==> src/rtl/gray_sweep_ctrl_pkg.sv <==
// gray_sweep_ctrl_pkg: shared state encoding, sizing constants and Gray helper for the sweep sequencer
package gray_sweep_ctrl_pkg;
  typedef enum logic [1:0] {IDLE, RUN, DONE} state_t;
  localparam int STEPS = 8;
  localparam int RESULT_W = 16;
  function automatic logic [2:0] gray3(input logic [2:0] k);
    return k ^ (k >> 1);
  endfunction
endpackage

==> src/rtl/gray_sweep_ctrl_settle_timer.sv <==
// settle_timer: counts 0..SETTLE-1 while enabled; ports clk, rst, clear, enable in; expire out (count==SETTLE-1)
module settle_timer #(
  parameter int SETTLE = 4
) (
  input  logic clk,
  input  logic rst,
  input  logic clear,
  input  logic enable,
  output logic expire
);
  logic [7:0] count;
  assign expire = count == 8'(SETTLE - 1);
  always_ff @(posedge clk)
    if (rst || clear) count <= '0;
    else if (enable) count <= expire ? 8'd0 : count + 8'd1;
endmodule

==> src/rtl/gray_sweep_ctrl.sv <==
// gray_sweep_ctrl: sweeps abc through 8 Gray codes, holding each SETTLE cycles and packing sampled {y1,y0} into result; ports clk, rst, start, abort, y1, y0 in; abc, step, busy, done, result out
module gray_sweep_ctrl
  import gray_sweep_ctrl_pkg::*;
#(
  parameter int SETTLE = 4
) (
  input  logic                clk,
  input  logic                rst,
  input  logic                start,
  input  logic                abort,
  input  logic                y1,
  input  logic                y0,
  output logic [2:0]          abc,
  output logic [2:0]          step,
  output logic                busy,
  output logic                done,
  output logic [RESULT_W-1:0] result
);
  state_t state, nxt;
  logic [2:0] k_nxt;
  logic [RESULT_W-1:0] res_nxt;
  logic expire;
  // Counter only runs in RUN; abort clears it so a later sweep starts from zero.
  settle_timer #(.SETTLE(SETTLE)) u_timer (
    .clk    (clk),
    .rst    (rst),
    .clear  (state != RUN || abort),
    .enable (state == RUN),
    .expire (expire)
  );
  always_comb begin
    nxt = state;
    k_nxt = step;
    res_nxt = result;
    case (state)
      IDLE: if (start) begin
        nxt = RUN;
        k_nxt = '0;
        res_nxt = '0;
      end
      RUN: if (abort) nxt = IDLE;
      else if (expire) begin
        res_nxt[{step, 1'b0} +: 2] = {y1, y0};
        nxt = step == 3'(STEPS - 1) ? DONE : RUN;
        k_nxt = step + 3'd1;
      end
      default: nxt = IDLE;
    endcase
  end
  // Outputs are registered from the next-state decode so they change on the same edge as the state.
  always_ff @(posedge clk)
    if (rst) begin
      state <= IDLE;
      step <= '0;
      abc <= '0;
      busy <= 1'b0;
      done <= 1'b0;
      result <= '0;
    end else begin
      state <= nxt;
      step <= nxt == RUN ? k_nxt : 3'd0;
      abc <= nxt == RUN ? gray3(k_nxt) : 3'd0;
      busy <= nxt == RUN;
      done <= nxt == DONE;
      result <= res_nxt;
    end
endmodule

==> config.mk <==
export PLATFORM = sky130hd
export DESIGN_NAME = gray_sweep_ctrl
export DESIGN_NICKNAME = d
export VERILOG_FILES = /design/src/rtl/gray_sweep_ctrl_pkg.sv /design/src/rtl/gray_sweep_ctrl_settle_timer.sv /design/src/rtl/gray_sweep_ctrl.sv
export SDC_FILE = /design/constraint.sdc
export NUM_CORES = 1
export LEC_CHECK = 0
export CELL_PAD_IN_SITES_DETAIL_PLACEMENT = 1
export CELL_PAD_IN_SITES_GLOBAL_PLACEMENT = 2
export CORE_UTILIZATION = 28
export DETAILED_ROUTE_END_ITERATION = 6
export PLACE_DENSITY_LB_ADDON = 0.3
export SETUP_SLACK_MARGIN = 0.1
export SLEW_MARGIN = 25
export SYNTH_ARGS = -nofsm -noshare
export SYNTH_HDL_FRONTEND = slang
export SYNTH_SLANG_ARGS = --single-unit
==> constraint.sdc <==
create_clock -name clk -period 2.4 [get_ports clk]
set_input_delay 0.24 -clock clk [delete_from_list [all_inputs] [get_ports clk]]
set_output_delay 0.24 -clock clk [all_outputs]
set_load 0.005 [all_outputs]
* Yosys cells after proc, flatten, opt, wreduce, memory -nomap -nowiden
Cells that the tools add are included.
** Operators by class
- Bitwise gates (word level) :: 2
- Reductions and logical operators :: 6
- Shift-type cells :: 2
- Add/subtract/negate cells :: 3
- Eq/ne operators :: 9
- Mux-type cells :: 15
** Operator list (count)
- 2-to-1 mux 16 bit :: 3
- one-hot mux 16 bit (2 select lines) :: 1
- bitwise mux 16 bit :: 1
- variable shift 2 x 6 -> 16 bit (first input constant) :: 1
- indexed part select 2 x 6 -> 16 bit :: 1
- 2-to-1 mux 3 bit :: 3
- adder 8 x 1 -> 8 bit (second input constant) :: 1
- equality test 8 x 2 -> 1 bit (second input constant) :: 1
- 2-to-1 mux 2 bit :: 4
- 2-to-1 mux 8 bit :: 1
- != test 2 bit (second input constant) :: 3
- negation 4 -> 6 bit :: 1
- one-hot mux 3 bit (2 select lines) :: 1
- equality test 2 x 1 -> 1 bit (second input constant) :: 2
- one-hot mux 2 bit (2 select lines) :: 1
- AND reduction 4 bit :: 1
- adder 3 x 1 -> 3 bit (second input constant) :: 1
- equality test 3 bit (second input constant) :: 1
- XOR 3 x 2 -> 3 bit :: 1
- equality test 2 bit (second input constant) :: 1
- logical NOT 2 bit :: 1
- logical OR 1 bit :: 2
- != test 2 x 1 -> 1 bit (second input constant) :: 1
- nonzero test 2 bit :: 1
- 2 further kinds :: 2
** Storage, ports and cells
- Flip-flop bits (word level) :: 34
- Input port bits :: 6
- Output and inout port bits :: 24
- Logic and storage cells :: 44

* Logic depth before layout (Yosys ltp)
- Depth after elaboration :: 8
- Gate-level depth with buffers :: 8
- Depth with buffers taken out :: 7

* Cells and area by module
A second synthesis with hierarchy kept.
** Second synthesis, totals
- Cells, all modules :: 195
- Area, all modules :: 1716.6 um^2
** By module, submodules not included
- gray_sweep_ctrl :: cells each 150, area an instance 1306.3 um^2, times used 1
- settle_timer :: cells each 45, area an instance 410.4 um^2, times used 1

* Least setup slack after synthesis
Ideal clock, no wire load.
- Path kind :: register -> register
- From :: register step[0]
- To :: register result[9]
- Library setup time :: 70 ps
- Path buffers :: 1
- Cell stages (with the launch flop) :: 9
- Path slack :: 165 ps
- Data arrival time :: 2165 ps
- Data required time :: 2330 ps
- Period minus slack after synthesis :: 2235 ps
- Path through :: dfxtp_1 -> clkbuf_1 -> inv_1 -> ha_1 -> ha_1 -> nor4b_1 -> nor4b_1 -> nand3_1 -> a21oi_1
** On the way
- Word-level cells in the longest chain between the ends :: 6
- Elaborated cells between the ends (all ways) :: 7
- Classes of those cells :: 1 x add/sub; 2 x shift; 4 x mux
** Ends and longest elaborated chain
- start, declared :: line gray_sweep_ctrl.sv:14 : output logic [2:0] step,
- start signal, assigned :: line gray_sweep_ctrl.sv:61 : step <= nxt == RUN ? k_nxt : 3'd0;
- negation 4 -> 6 bit * :: line gray_sweep_ctrl.sv:43 : res_nxt[{step, 1'b0} +: 2] = {y1, y0};
- indexed part select 2 x 6 -> 16 bit / variable shift 2 x 6 -> 16 bit (equally long branches) :: line gray_sweep_ctrl.sv:43
- bitwise mux 16 bit * :: line gray_sweep_ctrl.sv:43
- 2-to-1 mux 16 bit * :: line gray_sweep_ctrl.sv:42 : else if (expire) begin
- 2-to-1 mux 16 bit * :: line gray_sweep_ctrl.sv:41 : RUN: if (abort) nxt = IDLE;
- one-hot mux 16 bit (2 select lines) * :: line gray_sweep_ctrl.sv:35 : case (state)
- end signal, assigned :: line gray_sweep_ctrl.sv:65 : result <= res_nxt;
- end, declared :: line gray_sweep_ctrl.sv:17 : output logic [RESULT_W-1:0] result
Every way passes the cells marked *; elsewhere a longest branch is shown, timed or not. The select of a mux whose other input is x is not followed.
A chain may end at the register's enable or synchronous reset.

* Worst setup path in the final report
- From :: register step[1]
- To :: register result[6]
The elaborated chain is that of the path after synthesis.

==> results.tsv <==
metric	value	unit
Die Y	79.90	um
vias per cell	5.161	
post-route minimum period	2.085	ns
DRC viols	0	
DRT Wirelength	4589	um
GR peak layer	met2	
max frequency	0.4796	GHz
DR vias	1543	
vias in the first global route	1520	
worst r2r dst	result[6]	
CP startpoint kind	flip-flop	
clock skew	0.005948	ns
initial antenna violation count	0	
clock transition at the registers of the reported paths	0.07	ns
sequential area share after synthesis	38.88	%
Hold Path Depth	2	
final setup vio count	0	
detailed placement HPWL	3424	um
first-pass GRT wire length	7693	um
pre-CTS setup slack	0.2522	ns
Post-Syn Area	1699	um2
CP max FO	9	
largest cells by area after synthesis	dfxtp_1 (39%), a21oi_1 (7.1%), ha_1 (5.9%)	
Req. time, crit path	2.61	ns
IO Pins	30	
Fin Setup TNS	0	ns
clock sinks	33	
worst r2r src	step[1]	
largest net degree at the start of global routing	18	
Total GRT Usage	16.07	%
r2r setup slk	0.31	ns
die footprint	6384	um2
DP Area	2097	um2
Top Family by Delay on Critical Path	simple AND/OR/NAND/NOR gates	
clk buf depth	2	
status	finished clean	
kind of critical path	reg2reg	
# Post-CTS Setup Buffers	0	
ys async rst share	0	%
HP Class	reg2reg	
CTS tree	done	
Internal Power	801.2	uW
fin area	2196	um2
hold-fix buffer count after cts	0	
Layout Cells excl Fill	299	
Max Cap Viol	0	
Sw Pwr	239.4	uW
Skew-Pair Late Insertion Delay	0.28	ns
Mapped Cells	189	
crit path launch	step[1]	
CTS buffer count	5	
grt ovf	0	
Diodes inserted	0	
Hold Fails Final Rpt	0	
Final Cycle Share	86.88	%
sequential share of power	53.1	%
Routed wire per std cell	15.35	um
area leader, netlist	dfxtp_1	
minimum hold slack	0.4745	ns
worst-case reg-to-reg path depth	7	
Hold Path Sink	result[15]	
cell with the most instances after synthesis	dfxtp_1	
synthesized flop and latch total	33	
Root Driver	clkbuf_8	
Worst path slowest cell	dfxtp_1	
CP Capture Type	flip-flop	
number of flops mapped to enable cells by yosys	0	
Syn Area/Cell	8.990	um2
P_leak	0.7552	nW
RSZ-0062 raised after global routing	false	
PnR worst setup slack	0.3149	ns
CP most frequent cell	ha_1	
Logic pwr share	5.7	%
# resized after CTS	0	
predominant post-synthesis flop cell	dfxtp_1	
Worst EP arrival	2.30	ns
synth cell count leaders	dfxtp_1 (33), a21oi_1 (24), nand4_1 (16), o21ai_0 (16), nor2_1 (15)	
Initial Utilization	28.87	%
Nets	238	
Horiz. Die Dim	79.90	um
Core Footprint	5886	um2
Yosys top cell area share	38.88	%
met2 usage	24.87	%
met1 Resource Use GR	21.41	%
worst path cell trace	inv_1, ha_1, ha_1, nand2b_1, nor3b_1, nand4_1, a21oi_1	
Clk pwr share	41.2	%
placed cells	292	
maximum VDD drop	0.0001717	V
fin util	37.31	%
layout overhead on the synthesized area	29.23	%
CP Depth	7	
met3 usage	4.000	%
total power	1.041	mW
First-pass DRT Iterations	4	
share of cells above drive strength 1	10.71	%
power per cell area	473.9	nW/um2
Post-Syn Nets	203	
Buf/Inv on CP	1	
fill count	696	
Worst Max-Slew Pin Slew	0.6752	ns
I/O Buffers	29	
# H-tree levels	2	
crit-path max cell delay	0.46	ns
sw frac	23.01	%
Iteration-0 DRC Markers	46	
min-delay src	result[15]	
GP Congestion	0.8348	
Detail Route Antenna Nets	0	
Netlist cell types	45	
yosys warns	0	
worst relative slew slack	54.68	%
max-slew violations	0	
row count	28	
power by group through the flow:
| stage | clock network, mW | registers (mW) | logic (mW) |
|---|---|---|---|
| final | 0.428 | 0.553 | 0.0593 |
| after global routing | 0.467 | 0.553 | 0.0666 |
| after CTS | 0.451 | 0.553 | 0.0602 |
| after detailed placement | 0 | 0.565 | 0.0600 |
| after global placement | 0 | 0.565 | 0.0611 |
| after floorplan | 0 | 0.565 | 0.0322 |
worst max path at each step:
stage               slack [ns]         to
floorplan                 0.16  result[9]
global placement          0.30  result[8]
detailed placement        0.25  result[8]
CTS                       0.21  result[8]
global route              0.12  result[6]
finish                    0.31  result[6]
state kept, by name, indices dropped and copies added, names as in the netlist:
register       count
busy               1
step               2
result            16
u_timer.count      8
abc                3
done               1
state              2
worst register-to-register path, delay by kind of cell, from the launching register on:
family | cells | cell delay, ns
compound gates | 1 | 0.17
fa+ha+maj | 2 | 0.45
buf+inv | 1 | 0.13
flops | 1 | 0.46
simple gates | 3 | 0.80
cell families after synthesis:
group           share of synthesized area (%)
compound gates                          20.32
xor+xnor                                3.608
fa+ha+maj                               5.891
buf+inv                                 4.050
flops                                   38.88
simple gates                            27.25
metal layers:
layer | vias to the layer above | wire, um
met4 | 0 | 59
met2 | 29 | 2159
met1 | 730 | 2208
met5 | - | 0
li1 | 779 | -
met3 | 5 | 162
final cells by class:
class	count	area [um2]	area share [%]
timing repair buffer	37	350.3	15.95
clock buffer	7	86.33	3.932
multi-input combinational	141	982.2	44.73
inverter	6	22.52	1.026
sequential	33	660.6	30.09
tap	75	93.84	4.273
layout by cell type (no fill, tap or decap), types with 2 or more instances in the layout:
cell type | netlist | routed
nor2_1 | 15 | 15
o311ai_2 | 2 | 2
nand2_1 | 3 | 3
and4_1 | 2 | 2
nor3b_1 | 3 | 3
ha_1 | 8 | 8
clkbuf_8 | 0 | 6
and3b_1 | 3 | 3
nor4b_2 | 1 | 3
o21ai_0 | 16 | 16
a31oi_1 | 5 | 5
a21oi_1 | 24 | 24
nand4_1 | 16 | 16
nor4_4 | 2 | 2
and2_1 | 2 | 2
nand3_1 | 5 | 5
xor2_1 | 6 | 6
o211ai_1 | 2 | 2
or3_1 | 2 | 2
a211o_1 | 2 | 2
nand2b_1 | 3 | 3
dfxtp_1 | 33 | 33
buf_4 | 1 | 8
inv_1 | 6 | 6
clkdlybuf4s50_1 | 0 | 29
Power figures use the tool's default switching activity.
